### src/rtl/wb_lsu_pkg.sv
`default_nettype none
// ============================================================================
//  Module      : wb_lsu_pkg
//  Description : Shared constants, state encoding and helpers for wb_lsu.
//  Revision    : 1.0 - initial release
// ============================================================================
package wb_lsu_pkg;

    localparam logic [1:0] LSU_SIZE_B = 2'd0;
    localparam logic [1:0] LSU_SIZE_H = 2'd1;
    localparam logic [1:0] LSU_SIZE_W = 2'd2;
    localparam logic [1:0] LSU_SIZE_D = 2'd3;

    localparam logic [1:0] LSU_ERR_NONE     = 2'd0;
    localparam logic [1:0] LSU_ERR_BUS      = 2'd1;
    localparam logic [1:0] LSU_ERR_RETRY    = 2'd2;
    localparam logic [1:0] LSU_ERR_MISALIGN = 2'd3;

    typedef enum logic [2:0] {
        ST_IDLE     = 3'd0,
        ST_BEAT0    = 3'd1,
        ST_BEAT1    = 3'd2,
        ST_WAIT_RTY = 3'd3,
        ST_RESP     = 3'd4
    } lsu_state_t;

    function automatic int size_bytes(input logic [1:0] size);
        return 32'sd1 << size;
    endfunction

endpackage
`default_nettype wire

### src/rtl/wb_lsu_if.sv
`default_nettype none
// ============================================================================
//  Module      : wb_lsu_req_if / wb_lsu_bus_if
//  Description : Core-side request/response and Wishbone B4 classic bundles.
//  Revision    : 1.0 - initial release
// ============================================================================
interface wb_lsu_req_if #(parameter int DATA_W = 32) ();
    logic              req_valid_i;
    logic              req_ready_o;
    logic              req_we_i;
    logic [1:0]        req_size_i;
    logic              req_unsigned_i;
    logic [31:0]       req_addr_i;
    logic [DATA_W-1:0] req_wdata_i;
    logic              rsp_valid_o;
    logic [DATA_W-1:0] rsp_rdata_o;
    logic [1:0]        rsp_err_o;

    // master = execute stage, slave = load/store unit
    modport master (
        output req_valid_i, req_we_i, req_size_i, req_unsigned_i, req_addr_i, req_wdata_i,
        input  req_ready_o, rsp_valid_o, rsp_rdata_o, rsp_err_o
    );
    modport slave (
        input  req_valid_i, req_we_i, req_size_i, req_unsigned_i, req_addr_i, req_wdata_i,
        output req_ready_o, rsp_valid_o, rsp_rdata_o, rsp_err_o
    );
endinterface

interface wb_lsu_bus_if #(parameter int DATA_W = 32) ();
    logic                cyc_o;
    logic                stb_o;
    logic                we_o;
    logic [31:0]         adr_o;
    logic [DATA_W/8-1:0] sel_o;
    logic [DATA_W-1:0]   dat_o;
    logic [DATA_W-1:0]   dat_i;
    logic                ack_i;
    logic                err_i;
    logic                rty_i;

    modport master (
        output cyc_o, stb_o, we_o, adr_o, sel_o, dat_o,
        input  dat_i, ack_i, err_i, rty_i
    );
    modport slave (
        input  cyc_o, stb_o, we_o, adr_o, sel_o, dat_o,
        output dat_i, ack_i, err_i, rty_i
    );
endinterface
`default_nettype wire

### src/rtl/wb_lsu_lane_align.sv
`default_nettype none
// ============================================================================
//  Module      : wb_lsu_lane_align
//  Description : Combinational lane steering: byte enables and store data for
//                both beats, plus merged and sign/zero-extended load data.
//  Revision    : 1.0 - initial release
// ============================================================================
module wb_lsu_lane_align
    import wb_lsu_pkg::*;
#(
    parameter int DATA_W = 32
) (
    input  logic [$clog2(DATA_W/8)-1:0] offset,
    input  logic [1:0]                  size,
    input  logic                        is_unsigned,
    input  logic [DATA_W-1:0]           wdata,
    input  logic [DATA_W-1:0]           rdata_lo,
    input  logic [DATA_W-1:0]           rdata_hi,
    output logic [DATA_W/8-1:0]         sel0,
    output logic [DATA_W/8-1:0]         sel1,
    output logic [DATA_W-1:0]           wdata0,
    output logic [DATA_W-1:0]           wdata1,
    output logic [DATA_W-1:0]           rdata,
    output logic                        crosses,
    output logic                        misaligned
);

    localparam int NB    = DATA_W / 8;
    localparam int OFF_W = $clog2(NB);

    int                  nbytes;
    logic [NB-1:0]       byte_mask;
    logic [DATA_W-1:0]   bit_mask;
    logic [2*NB-1:0]     sel_wide;
    logic [2*DATA_W-1:0] wdata_wide;
    logic [2*DATA_W-1:0] rdata_wide;
    logic [DATA_W-1:0]   raw;
    logic                sign_bit;
    logic [OFF_W-1:0]    align_mask;

    always_comb begin
        nbytes    = size_bytes(size);
        byte_mask = '0;
        bit_mask  = '0;
        for (int i = 0; i < NB; i++) begin
            if (i < nbytes) begin
                byte_mask[i]     = 1'b1;
                bit_mask[8*i +: 8] = 8'hFF;
            end
        end

        // A double-width window lets the access spill into the next bus word.
        sel_wide   = {{NB{1'b0}}, byte_mask} << offset;
        wdata_wide = {{DATA_W{1'b0}}, wdata & bit_mask} << {offset, 3'b000};
        rdata_wide = {rdata_hi, rdata_lo} >> {offset, 3'b000};

        sel0   = sel_wide[NB-1:0];
        sel1   = sel_wide[2*NB-1:NB];
        wdata0 = wdata_wide[DATA_W-1:0];
        wdata1 = wdata_wide[2*DATA_W-1:DATA_W];

        raw      = rdata_wide[DATA_W-1:0] & bit_mask;
        sign_bit = 1'b0;
        for (int i = 0; i < NB; i++) begin
            if (i == nbytes - 1) begin
                sign_bit = raw[8*i+7];
            end
        end
        rdata = (sign_bit && !is_unsigned) ? (raw | ~bit_mask) : raw;

        crosses    = |sel1;
        align_mask = OFF_W'(nbytes - 1);
        misaligned = |(offset & align_mask);
    end

endmodule
`default_nettype wire

### src/rtl/wb_lsu.sv
`default_nettype none
// ============================================================================
//  Module      : wb_lsu
//  Description : Wishbone B4 classic load/store unit with misaligned split,
//                retry handling and bus error reporting.
//  Revision    : 1.0 - initial release
// ============================================================================
module wb_lsu
    import wb_lsu_pkg::*;
#(
    parameter int DATA_W           = 32,
    parameter int MAX_RETRY        = 3,
    parameter int SPLIT_MISALIGNED = 1
) (
    input  logic         clk_i,
    input  logic         rst_ni,
    wb_lsu_req_if.slave  req,
    wb_lsu_bus_if.master bus
);

    localparam int         NB          = DATA_W / 8;
    localparam int         OFF_W       = $clog2(NB);
    localparam logic [3:0] RETRY_LIMIT = 4'(MAX_RETRY);
    localparam bit         SPLIT_EN    = (SPLIT_MISALIGNED != 0);
    localparam bit         NO_DWORD    = (DATA_W == 32);

    lsu_state_t        state, state_n;
    logic              cyc, cyc_n, stb, stb_n, we, we_n;
    logic [31:0]       adr, adr_n;
    logic [NB-1:0]     sel, sel_n;
    logic [DATA_W-1:0] dat, dat_n;
    logic              rsp_valid, rsp_valid_n;
    logic [1:0]        rsp_err, rsp_err_n;
    logic [DATA_W-1:0] rsp_rdata, rsp_rdata_n;
    logic [3:0]        retry_cnt, retry_cnt_n;
    logic              second_beat, second_beat_n;
    logic [DATA_W-1:0] rdata0, rdata0_n;

    logic              lat_we, lat_unsigned;
    logic [1:0]        lat_size;
    logic [31:0]       lat_addr;
    logic [DATA_W-1:0] lat_wdata;

    logic              accept;
    logic [1:0]        al_size;
    logic              al_unsigned;
    logic [31:0]       al_addr;
    logic [DATA_W-1:0] al_wdata;
    logic [NB-1:0]     sel0, sel1;
    logic [DATA_W-1:0] wdata0, wdata1, load_data;
    logic              crosses, misaligned, illegal_size;

    logic              finish;
    logic [1:0]        finish_err;
    logic [DATA_W-1:0] finish_data;

    assign accept = (state == ST_IDLE) && req.req_valid_i;

    // In IDLE the aligner looks at the incoming request so the first beat can
    // be registered on the accept edge; afterwards it uses the latched copy.
    assign al_size      = (state == ST_IDLE) ? req.req_size_i     : lat_size;
    assign al_unsigned  = (state == ST_IDLE) ? req.req_unsigned_i : lat_unsigned;
    assign al_addr      = (state == ST_IDLE) ? req.req_addr_i     : lat_addr;
    assign al_wdata     = (state == ST_IDLE) ? req.req_wdata_i    : lat_wdata;
    assign illegal_size = NO_DWORD && (al_size == LSU_SIZE_D);

    wb_lsu_lane_align #(.DATA_W(DATA_W)) u_align (
        .offset      (al_addr[OFF_W-1:0]),
        .size        (al_size),
        .is_unsigned (al_unsigned),
        .wdata       (al_wdata),
        .rdata_lo    (second_beat ? rdata0 : bus.dat_i),
        .rdata_hi    (bus.dat_i),
        .sel0        (sel0),
        .sel1        (sel1),
        .wdata0      (wdata0),
        .wdata1      (wdata1),
        .rdata       (load_data),
        .crosses     (crosses),
        .misaligned  (misaligned)
    );

    always_comb begin
        state_n       = state;
        cyc_n         = cyc;
        stb_n         = stb;
        we_n          = we;
        adr_n         = adr;
        sel_n         = sel;
        dat_n         = dat;
        rsp_valid_n   = 1'b0;
        rsp_err_n     = rsp_err;
        rsp_rdata_n   = rsp_rdata;
        retry_cnt_n   = retry_cnt;
        second_beat_n = second_beat;
        rdata0_n      = rdata0;
        finish        = 1'b0;
        finish_err    = LSU_ERR_NONE;
        finish_data   = '0;

        unique case (state)
            ST_IDLE: begin
                if (accept) begin
                    if (illegal_size || (misaligned && !SPLIT_EN)) begin
                        finish     = 1'b1;
                        finish_err = LSU_ERR_MISALIGN;
                    end else begin
                        state_n       = ST_BEAT0;
                        cyc_n         = 1'b1;
                        stb_n         = 1'b1;
                        we_n          = req.req_we_i;
                        adr_n         = {req.req_addr_i[31:OFF_W], {OFF_W{1'b0}}};
                        sel_n         = sel0;
                        dat_n         = req.req_we_i ? wdata0 : '0;
                        retry_cnt_n   = '0;
                        second_beat_n = 1'b0;
                    end
                end
            end
            ST_BEAT0, ST_BEAT1: begin
                if (bus.err_i) begin
                    finish     = 1'b1;
                    finish_err = LSU_ERR_BUS;
                end else if (bus.rty_i) begin
                    if (retry_cnt == RETRY_LIMIT) begin
                        finish     = 1'b1;
                        finish_err = LSU_ERR_RETRY;
                    end else begin
                        state_n     = ST_WAIT_RTY;
                        stb_n       = 1'b0;
                        retry_cnt_n = retry_cnt + 4'd1;
                    end
                end else if (bus.ack_i) begin
                    if ((state == ST_BEAT0) && crosses) begin
                        state_n       = ST_BEAT1;
                        second_beat_n = 1'b1;
                        adr_n         = adr + 32'(NB);
                        sel_n         = sel1;
                        dat_n         = lat_we ? wdata1 : '0;
                        retry_cnt_n   = '0;
                        rdata0_n      = bus.dat_i;
                    end else begin
                        finish      = 1'b1;
                        finish_data = lat_we ? '0 : load_data;
                    end
                end
            end
            ST_WAIT_RTY: begin
                stb_n   = 1'b1;
                state_n = second_beat ? ST_BEAT1 : ST_BEAT0;
            end
            ST_RESP: begin
                state_n     = ST_IDLE;
                rsp_err_n   = LSU_ERR_NONE;
                rsp_rdata_n = '0;
            end
            default: state_n = ST_IDLE;
        endcase

        if (finish) begin
            state_n     = ST_RESP;
            cyc_n       = 1'b0;
            stb_n       = 1'b0;
            we_n        = 1'b0;
            adr_n       = '0;
            sel_n       = '0;
            dat_n       = '0;
            rsp_valid_n = 1'b1;
            rsp_err_n   = finish_err;
            rsp_rdata_n = finish_data;
        end
    end

    always_ff @(posedge clk_i) begin
        if (!rst_ni) begin
            state        <= ST_IDLE;
            cyc          <= 1'b0;
            stb          <= 1'b0;
            we           <= 1'b0;
            adr          <= '0;
            sel          <= '0;
            dat          <= '0;
            rsp_valid    <= 1'b0;
            rsp_err      <= LSU_ERR_NONE;
            rsp_rdata    <= '0;
            retry_cnt    <= '0;
            second_beat  <= 1'b0;
            rdata0       <= '0;
            lat_we       <= 1'b0;
            lat_unsigned <= 1'b0;
            lat_size     <= LSU_SIZE_B;
            lat_addr     <= '0;
            lat_wdata    <= '0;
        end else begin
            state       <= state_n;
            cyc         <= cyc_n;
            stb         <= stb_n;
            we          <= we_n;
            adr         <= adr_n;
            sel         <= sel_n;
            dat         <= dat_n;
            rsp_valid   <= rsp_valid_n;
            rsp_err     <= rsp_err_n;
            rsp_rdata   <= rsp_rdata_n;
            retry_cnt   <= retry_cnt_n;
            second_beat <= second_beat_n;
            rdata0      <= rdata0_n;
            if (accept) begin
                lat_we       <= req.req_we_i;
                lat_unsigned <= req.req_unsigned_i;
                lat_size     <= req.req_size_i;
                lat_addr     <= req.req_addr_i;
                lat_wdata    <= req.req_wdata_i;
            end
        end
    end

    assign req.req_ready_o = (state == ST_IDLE);
    assign req.rsp_valid_o = rsp_valid;
    assign req.rsp_rdata_o = rsp_rdata;
    assign req.rsp_err_o   = rsp_err;
    assign bus.cyc_o       = cyc;
    assign bus.stb_o       = stb;
    assign bus.we_o        = we;
    assign bus.adr_o       = adr;
    assign bus.sel_o       = sel;
    assign bus.dat_o       = dat;

endmodule
`default_nettype wire
### src/flat_wrapper.sv
// flat-port wrapper written by rule: the top's interface ports become plain ports
module wb_lsu_flat import wb_lsu_pkg::*;
#(
    parameter int DATA_W           = 32,
    parameter int MAX_RETRY        = 3,
    parameter int SPLIT_MISALIGNED = 1
)
  (clk_i, rst_ni, req_req_valid_i, req_req_we_i, req_req_size_i, req_req_unsigned_i, req_req_addr_i, req_req_wdata_i, req_req_ready_o, req_rsp_valid_o, req_rsp_rdata_o, req_rsp_err_o, bus_cyc_o, bus_stb_o, bus_we_o, bus_adr_o, bus_sel_o, bus_dat_o, bus_dat_i, bus_ack_i, bus_err_i, bus_rty_i);
  wb_lsu_req_if #(.DATA_W(DATA_W)) req_i ();
  wb_lsu_bus_if #(.DATA_W(DATA_W)) bus_i ();
  input  logic clk_i;
  input  logic rst_ni;
  input wire logic [$bits(req_i.req_valid_i)-1:0] req_req_valid_i;
  input wire logic [$bits(req_i.req_we_i)-1:0] req_req_we_i;
  input wire logic [$bits(req_i.req_size_i)-1:0] req_req_size_i;
  input wire logic [$bits(req_i.req_unsigned_i)-1:0] req_req_unsigned_i;
  input wire logic [$bits(req_i.req_addr_i)-1:0] req_req_addr_i;
  input wire logic [$bits(req_i.req_wdata_i)-1:0] req_req_wdata_i;
  output wire logic [$bits(req_i.req_ready_o)-1:0] req_req_ready_o;
  output wire logic [$bits(req_i.rsp_valid_o)-1:0] req_rsp_valid_o;
  output wire logic [$bits(req_i.rsp_rdata_o)-1:0] req_rsp_rdata_o;
  output wire logic [$bits(req_i.rsp_err_o)-1:0] req_rsp_err_o;
  output wire logic [$bits(bus_i.cyc_o)-1:0] bus_cyc_o;
  output wire logic [$bits(bus_i.stb_o)-1:0] bus_stb_o;
  output wire logic [$bits(bus_i.we_o)-1:0] bus_we_o;
  output wire logic [$bits(bus_i.adr_o)-1:0] bus_adr_o;
  output wire logic [$bits(bus_i.sel_o)-1:0] bus_sel_o;
  output wire logic [$bits(bus_i.dat_o)-1:0] bus_dat_o;
  input wire logic [$bits(bus_i.dat_i)-1:0] bus_dat_i;
  input wire logic [$bits(bus_i.ack_i)-1:0] bus_ack_i;
  input wire logic [$bits(bus_i.err_i)-1:0] bus_err_i;
  input wire logic [$bits(bus_i.rty_i)-1:0] bus_rty_i;
  assign req_i.req_valid_i = req_req_valid_i;
  assign req_i.req_we_i = req_req_we_i;
  assign req_i.req_size_i = req_req_size_i;
  assign req_i.req_unsigned_i = req_req_unsigned_i;
  assign req_i.req_addr_i = req_req_addr_i;
  assign req_i.req_wdata_i = req_req_wdata_i;
  assign req_req_ready_o = req_i.req_ready_o;
  assign req_rsp_valid_o = req_i.rsp_valid_o;
  assign req_rsp_rdata_o = req_i.rsp_rdata_o;
  assign req_rsp_err_o = req_i.rsp_err_o;
  assign bus_cyc_o = bus_i.cyc_o;
  assign bus_stb_o = bus_i.stb_o;
  assign bus_we_o = bus_i.we_o;
  assign bus_adr_o = bus_i.adr_o;
  assign bus_sel_o = bus_i.sel_o;
  assign bus_dat_o = bus_i.dat_o;
  assign bus_i.dat_i = bus_dat_i;
  assign bus_i.ack_i = bus_ack_i;
  assign bus_i.err_i = bus_err_i;
  assign bus_i.rty_i = bus_rty_i;
  wb_lsu #(.DATA_W(DATA_W), .MAX_RETRY(MAX_RETRY), .SPLIT_MISALIGNED(SPLIT_MISALIGNED)) u_core (.clk_i(clk_i), .rst_ni(rst_ni), .req(req_i), .bus(bus_i));
endmodule
### config.mk
export PLATFORM = sky130hd
export DESIGN_NAME = wb_lsu_flat
export DESIGN_NICKNAME = d
export VERILOG_FILES = /design/src/rtl/wb_lsu_pkg.sv /design/src/rtl/wb_lsu_if.sv /design/src/rtl/wb_lsu_lane_align.sv /design/src/rtl/wb_lsu.sv /design/src/flat_wrapper.sv
export SDC_FILE = /design/constraint.sdc
export NUM_CORES = 1
export LEC_CHECK = 0
export ABC_CLOCK_PERIOD_IN_PS = 2400
export CORE_MARGIN = 5
export CORE_UTILIZATION = 48
export CTS_BUF_LIST = sky130_fd_sc_hd__clkbuf_2 sky130_fd_sc_hd__clkbuf_4 sky130_fd_sc_hd__clkbuf_8
export CTS_CLUSTER_SIZE = 40
export DETAILED_ROUTE_END_ITERATION = 6
export GPL_TIMING_DRIVEN = 0
export PLACE_DENSITY = 0.85
export SETUP_SLACK_MARGIN = 0.02
export SLEW_MARGIN = 5
export SYNTH_ARGS = -nofsm -noshare
export SYNTH_HDL_FRONTEND = slang
export SYNTH_SLANG_ARGS = --single-unit
### constraint.sdc
create_clock -name clk_i -period 2.4 [get_ports clk_i]
set_input_delay 0.6 -clock clk_i [delete_from_list [all_inputs] [get_ports clk_i]]
set_output_delay 0.6 -clock clk_i [all_outputs]
set_load 0.005 [all_outputs]
---- After elaboration in Yosys (flattened, before gate mapping) ----
Cells that the tools add are included.
word-level totals
  output and inout bits ................... 107
  register bits ........................... 184
  input bits .............................. 106
cells by class
  bitwise logic cells ..................... 8
  equality and inequality tests ........... 26
  shift operators ......................... 4
  $lt $le $gt $ge ......................... 4
  reductions and logical operators ........ 19
  add/sub/neg operators ................... 3
  mux-type cells .......................... 97
operators with widths
  kind                     count
  $mux W32                 25
  $pmux W32 S2             2
  $and A32 B32 Y32         2
  $eq A3 B32 Y1 const A    2
  $lt A3 B32 Y1 const A    2
  $shl A32 B5 Y64          1
  $shr A64 B5 Y32          1
  $mux W4                  13
  $add A32 B3 Y32 const B  1
  $eq A2 B32 Y1 const A    1
  $logic_not A32 Y1        1
  $lt A1 B32 Y1 const A    1
  $lt A2 B32 Y1 const A    1
  $mux W8                  4
  $not A32 Y32             1
  $or A32 B32 Y32          1
  $shl A1 B2 Y32 const A   1
  $sub A32 B2 Y32 const B  1
  $mux W1                  28
  $mux W3                  8
  $mux W2                  10
  $reduce_and A6 Y1        3
  $pmux W4 S2              2
  $reduce_and A7 Y1        2
  28 further kinds         47

---- Depth between registers and ports, before layout ----
  word-level depth ........................ 19
  gate-level depth with buffers ........... 11
  depth with buffers taken out ............ 7

---- Cells and area by module ----
From an unflattened synthesis, not the netlist that was laid out.
second synthesis, totals
  cells, all modules ...................... 1230
  area, all modules ....................... 10552.6 sq um
modules (own cells, without submodules)
  module             seq. area each (sq um)  cells an instance  area an instance (sq um)  instances
  wb_lsu             3643.5                  966                8433.1                    1
  wb_lsu_lane_align  0.0                     264                2119.5                    1

---- Worst setup path before layout ----
OpenSTA, ideal clock, no wires.
  kind .................................... input port to flip-flop
  start ................................... input req_req_addr_i[1]
  end ..................................... register u_core.rsp_rdata[29] (netlist: u_core.req.rsp_rdata_o[29])
  stages .................................. 7
  arrival time ............................ 2.296 ns
  slack ................................... 0.043 ns
  cells stage by stage .................... nor4b_1 > o32ai_1 > o32a_1 > a2111oi_4 > o21ai_2 > buf_6 > nand3_1
between the ends
  word-level cells in the longest chain between the ends .. 16
ends and longest elaborated chain
  element                 RTL line                 source
  start: declaration      flat_wrapper.sv:17       input wire logic [$bits(req_i.req_addr_i)-1:0] req_req_addr_i;
  $mux W2 *               wb_lsu.sv:63             assign al_addr = (state == ST_IDLE) ? req.req_addr_i : lat_addr;
  $shr A64 B5 Y32         wb_lsu_lane_align.sv:55  rdata_wide = {rdata_hi, rdata_lo} >> {offset, 3'b000};
  $and A32 B32 Y32        wb_lsu_lane_align.sv:62  raw = rdata_wide[DATA_W-1:0] & bit_mask;
  $mux W1 (4 in a row)    wb_lsu_lane_align.sv:65  if (i == nbytes - 1) begin
  $logic_and A1 B1 Y1     wb_lsu_lane_align.sv:69  rdata = (sign_bit && !is_unsigned) ? (raw | ~bit_mask) : raw;
  $mux W32                wb_lsu_lane_align.sv:69
  $mux W32                wb_lsu.sv:144            finish_data = lat_we ? '0 : load_data;
  $mux W32                wb_lsu.sv:134            if ((state == ST_BEAT0) && crosses) begin
  $mux W32                wb_lsu.sv:133            end else if (bus.ack_i) begin
  $mux W32                wb_lsu.sv:124            end else if (bus.rty_i) begin
  $mux W32                wb_lsu.sv:121            if (bus.err_i) begin
  $mux W32                wb_lsu.sv:101            unique case (state)
  $mux W32                wb_lsu.sv:160            if (finish) begin
  end signal: assignment  wb_lsu.sv:204            rsp_rdata <= rsp_rdata_n;
  end: declaration        wb_lsu.sv:34             logic [DATA_W-1:0] rsp_rdata, rsp_rdata_n;
Every way passes the cells marked *; elsewhere a longest branch is shown, timed or not.
A chain may end at the register's enable or synchronous reset.

---- Worst setup path in the final report ----
  start ................................... register u_core.state[2]
  end ..................................... register u_core.rsp_rdata[31] (netlist: u_core.req.rsp_rdata_o[31])
between the ends
  word-level cells in the longest chain between the ends .. 19
ends and longest elaborated chain
  element                                                                   RTL line       source
  start: declaration                                                        wb_lsu.sv:27   lsu_state_t state, state_n;
  start signal: assignment                                                  wb_lsu.sv:195  state <= state_n;
  parallel branches: the longest is 19 deep, another holds $sub A32 B2 Y32  -
Parallel ways; which one is timed is not known.

==> results.md <==
Die:
- 213 I/O pins were placed.
- The y dimension of the die is 156 µm.
- The area of the core is 21000 µm².
- The placement row count is 53.
- The full die area is 24400 µm².
- The floorplan step set the die width to 156 µm.
- The initial utilization of the core area, before any placement, comes to 48.8%.

Power and ir drop:
- The share of total power dissipated in the clock network is 16.4%.
- The cell area power density is 934 nW/µm².
- The power spent charging and discharging nets is 5.81 mW.
- Combinational logic is responsible for 54.9% of the overall power.
- The sequential fraction of design power is 28.7%.
- The cell-internal power is 7.53 mW.
- The leakage component of the power is 5.11 nW.
- Across the VDD grid, the largest voltage drop is 544 µV.
- In this run switching power makes up 43.5% of total power.

STA:
- The transition at the pin with the smallest max-transition slack is 0.754 ns.
- The final hold violation count came to 0.
- In the post-route analysis, the smallest setup slack over all paths is -0.0346 ns.
- The share of the clock period used by the worst path is 101%.
- The number of max-slew violations in the final report was 0.
- For this run, the top clock speed supported by timing is 0.411 GHz.
- The clock arrives with 0.0188 ns of skew.
- The worst-case headroom to the max-slew limit is 49.7%.
- Setup repair after global routing could not meet its margin everywhere.
- The sum of negative setup slack is -0.0449 ns.
- The total setup violations reported at the end of the flow is 2.
- The time the worst path needs with I/O delays and setup is 2.43 ns.

Final layout:
- 0 antenna diodes ended up in the layout.
- The net total in the final layout is 1697.
- The signed area change from the synthesized netlist to the final layout is 39.3%.
- The fill cell total of the finished layout is 1686.
- Cells with a size suffix above 1 make up 18.2% of the layout.
- The count of placed standard cells in the final layout, fillers left out is 1876.

Global routing:
- Entering global routing, the biggest net connects 17 pins.
- The number of antenna violations at the first check in global routing was 0.
- The number of global-route vias before repair is 11000.
- In the global route stage, overall resource usage came out at 32.0%.
- The first global-routing pass estimated 62000 µm of wire.
- Summed over all layers, the global routing overflow is 0.

Setup path:
- The critical path arrival is 2.79 ns.
- The startpoint identified for the worst register-to-register timing path is u_core.state[2].
- The reg-to-reg setup timing slack is -0.03 ns.
- The required time at the worst-slack endpoint is 2.76 ns.
- The number of cells on the worst reg-to-reg path is 9.
- In this run the worst setup path begins at u_core.state[2].
- The category of the critical setup timing path is reg -> reg.
- The kind of launch point of the worst setup path is a register.
- The endpoint type of the worst setup path is a register.
- The maximum fanout count along the critical path is 10.

Clock network:
- CTS built an H-tree with a depth of 4.
- The number of clock buffers added by TritonCTS is 17.
- The number of hold buffers added after CTS was 0.
- The later-pin clock latency in the skew report is 0.49 ns.
- CTS placed an instance of sky130_fd_sc_hd__clkbuf_8 at the clock tree root.
- The clock input transition at the sequential cells of the worst setup and hold paths is 0.10 ns.
- In this run the deepest clock path goes through 2 buffers.
- The clock net sink count is 182.
- The CTS tree is yes.

Place:
- At the placement stage, the worst setup path has a slack of -1.38 ns.
- Detailed placement finished with a half-perimeter wire length of 30700 µm.
- Counting tap cells, the placed design contains a total of 1805 instances.
- The weighted congestion at the end of routability-driven global placement is 1.04.
- The count of buffers added on input and output ports is 207.

Logic synthesis:
- The number of enable flip-flop cells after synthesis is 0.
- The combined area of all synthesized cells is 10300 µm².
- The per-instance average area after synthesis is 7.76 µm².
- Among all flip-flop cells after synthesis, the most frequent one is sky130_fd_sc_hd__dfxtp_1.
- The gate count after technology mapping is 1322.
- The async set or reset register ratio after synthesis is 0%.
- The Yosys step of the flow raised 0 warnings.
- The sequential area share after synthesis is 35.5%.
- Synthesis inferred 182 register bits.
- The netlist uses 73 different library cells.

Drt:
- The mean routed wirelength per cell is 22.1 µm.
- Once detail routing completed, the nets flagged for antenna violations numbered 0.
- For this run, the detailed router's first-pass iteration total came to 7.
- The via total after detailed routing is 11900.
- The routed design has 41500 µm of wire.
- The first routing iteration left 1280 violations.
- Using the TritonRoute via totals, the vias-per-cell ratio works out to 6.33.
- The number of remaining DRC errors is 5.

Run status:
- The final reports fail on design-rule violations, negative setup slack.
- The run finished, with violations left.

Min path:
- The hold path depth is 2.
- The startpoint of the tightest hold check path is u_core.req.rsp_rdata_o[0].
- The tightest min-delay check is of the reg -> reg type.

Run:
- The number of violations of the max-capacitance limit is 0.
final timing paths:
check,endpoint
worst max-delay path,u_core.req.rsp_rdata_o[31]
worst min-delay path,u_core.req.rsp_rdata_o[0]
worst max register to register,u_core.req.rsp_rdata_o[31]
worst min register to register,u_core.req.rsp_rdata_o[0]
registers in the layout (all words and copies together), names as in the netlist, 2 cells and up:
register and flops:
u_core.rdata0 32, u_core.lat_size 2, u_core.bus.sel_o 4, u_core.lat_addr 2, u_core.req.rsp_err_o 2, u_core.state 3
u_core.lat_wdata 32, u_core.req.rsp_rdata_o 32, u_core.bus.adr_o 30, u_core.bus.dat_o 32, u_core.retry_cnt 4
layer usage:
metal  GRT usage [%]  share of wire, %  up-vias
li1                -                 -     5344
met1            44.0                40     5598
met2            51.1                46      837
met3            5.77                11       97
met4            10.0               2.8        0
met5               0                 0        -
layout make-up:
type	instances	area (µm²)	share of cell area [%]
Clock inverter	12	140	0.981
Inverter	6	25.0	0.175
Timing Repair Buffer	253	2450	17.2
Clock buffer	19	255	1.79
Tap cell	275	344	2.41
Buffer	104	701	4.91
Multi-Input combinational cell	1025	6720	47.0
Sequential cell	182	3650	25.6
kinds of logic after synthesis:
family          Yosys count  share of synthesized area, %
compound gates          370                          24.9
mux                      82                          8.91
fa+ha+maj                 3                         0.342
other cells               1                        0.0366
buf+inv                 116                          5.13
xor+xnor                  2                         0.171
flops                   182                          35.5
simple gates            566                          25.0
placed cells by master (no fill, tap or decap), drive strengths merged, types with 50 or more instances in the layout:
master | synthesis | layout
buf | 44 | 91
a21oi | 50 | 50
nor2 | 81 | 81
clkbuf | 66 | 79
dfxtp | 182 | 182
mux2i | 71 | 71
nand3 | 61 | 61
o21ai | 73 | 73
nand2 | 282 | 282
clkdlybuf4s50 | 0 | 201
a21boi | 71 | 71
power groups by stage:
stage	clock network (mW)	registers (mW)	logic (mW)
floorplan	0	3.78	3.54
global placement	0	3.83	5.70
detailed placement	0	3.85	5.74
CTS	2.17	3.80	6.50
global route	2.30	3.88	7.69
finish	2.19	3.84	7.32
cell usage after synthesis, types with 3 or more instances:
cell | n | area share, %
sky130_fd_sc_hd__nand2_1 | 282 | 10
sky130_fd_sc_hd__dfxtp_1 | 182 | 36
sky130_fd_sc_hd__nor2_1 | 80 | 2.9
sky130_fd_sc_hd__a21boi_0 | 71 | 5.2
sky130_fd_sc_hd__mux2i_1 | 71 | 6.9
sky130_fd_sc_hd__o21ai_0 | 71 | 3.5
sky130_fd_sc_hd__clkbuf_1 | 66 | 2.4
sky130_fd_sc_hd__nand3_1 | 61 | 3.0
sky130_fd_sc_hd__a21oi_1 | 50 | 2.4
sky130_fd_sc_hd__nor3_1 | 41 | 2.0
sky130_fd_sc_hd__a211oi_1 | 35 | 2.6
sky130_fd_sc_hd__buf_2 | 27 | 1.3
sky130_fd_sc_hd__and3_1 | 24 | 1.5
sky130_fd_sc_hd__a31oi_1 | 20 | 1.2
sky130_fd_sc_hd__o31ai_1 | 17 | 1.2
sky130_fd_sc_hd__o211ai_1 | 16 | 1.2
sky130_fd_sc_hd__o22ai_1 | 15 | 0.92
sky130_fd_sc_hd__nor4_1 | 14 | 0.85
sky130_fd_sc_hd__nand4_1 | 12 | 0.73
sky130_fd_sc_hd__nor2b_1 | 11 | 0.67
sky130_fd_sc_hd__a22oi_1 | 10 | 0.73
sky130_fd_sc_hd__and2_1 | 9 | 0.55
sky130_fd_sc_hd__buf_4 | 9 | 0.66
sky130_fd_sc_hd__o32ai_1 | 9 | 0.77
sky130_fd_sc_hd__o221ai_1 | 8 | 0.68
sky130_fd_sc_hd__a2111oi_0 | 7 | 0.60
sky130_fd_sc_hd__mux4_2 | 7 | 1.5
sky130_fd_sc_hd__or3_1 | 7 | 0.43
sky130_fd_sc_hd__inv_1 | 6 | 0.22
sky130_fd_sc_hd__and4_1 | 5 | 0.43
sky130_fd_sc_hd__buf_1 | 5 | 0.18
sky130_fd_sc_hd__a22o_1 | 4 | 0.34
sky130_fd_sc_hd__a311oi_1 | 4 | 0.34
sky130_fd_sc_hd__mux2_2 | 4 | 0.44
sky130_fd_sc_hd__a211o_1 | 3 | 0.26
sky130_fd_sc_hd__buf_6 | 3 | 0.33
sky130_fd_sc_hd__nor4b_1 | 3 | 0.26
sky130_fd_sc_hd__o21a_1 | 3 | 0.22
sky130_fd_sc_hd__o31a_1 | 3 | 0.26
sky130_fd_sc_hd__or2_2 | 3 | 0.18
sky130_fd_sc_hd__or4b_2 | 3 | 0.29
through the flow:
stage	hold WS [ns]	utilization (%)	instance area (µm²)	power [mW]
CTS	0.467	65.2	13700	12.5
detailed placement	0.443	60.3	12700	9.59
global placement	0.438	60.3	12700	9.53
finish	0.461	67.9	14300	13.3
global route	0.491	67.9	14300	13.9
floorplan	0.440	-	10300	7.32
critical path, stage by stage (launching register included):
cell	delay, ns
sky130_fd_sc_hd__dfxtp_4	0.37
sky130_fd_sc_hd__buf_4	0.14
sky130_fd_sc_hd__nor4b_4	0.31
sky130_fd_sc_hd__or2_1	0.17
sky130_fd_sc_hd__buf_2	0.25
sky130_fd_sc_hd__buf_4	0.25
sky130_fd_sc_hd__clkbuf_4	0.24
sky130_fd_sc_hd__nand3_1	0.14
sky130_fd_sc_hd__a32oi_1	0.31
sky130_fd_sc_hd__nand2_1	0.13
what timing repair did:
item | in CTS | in global routing
resized for setup | 163 | 121
pin swaps | 13 | 23
endpoints found under the setup margin | 159 | 148
setup buffers | 16 | 28
gates cloned | 1 | 1
(Power assumes the default switching activity.)
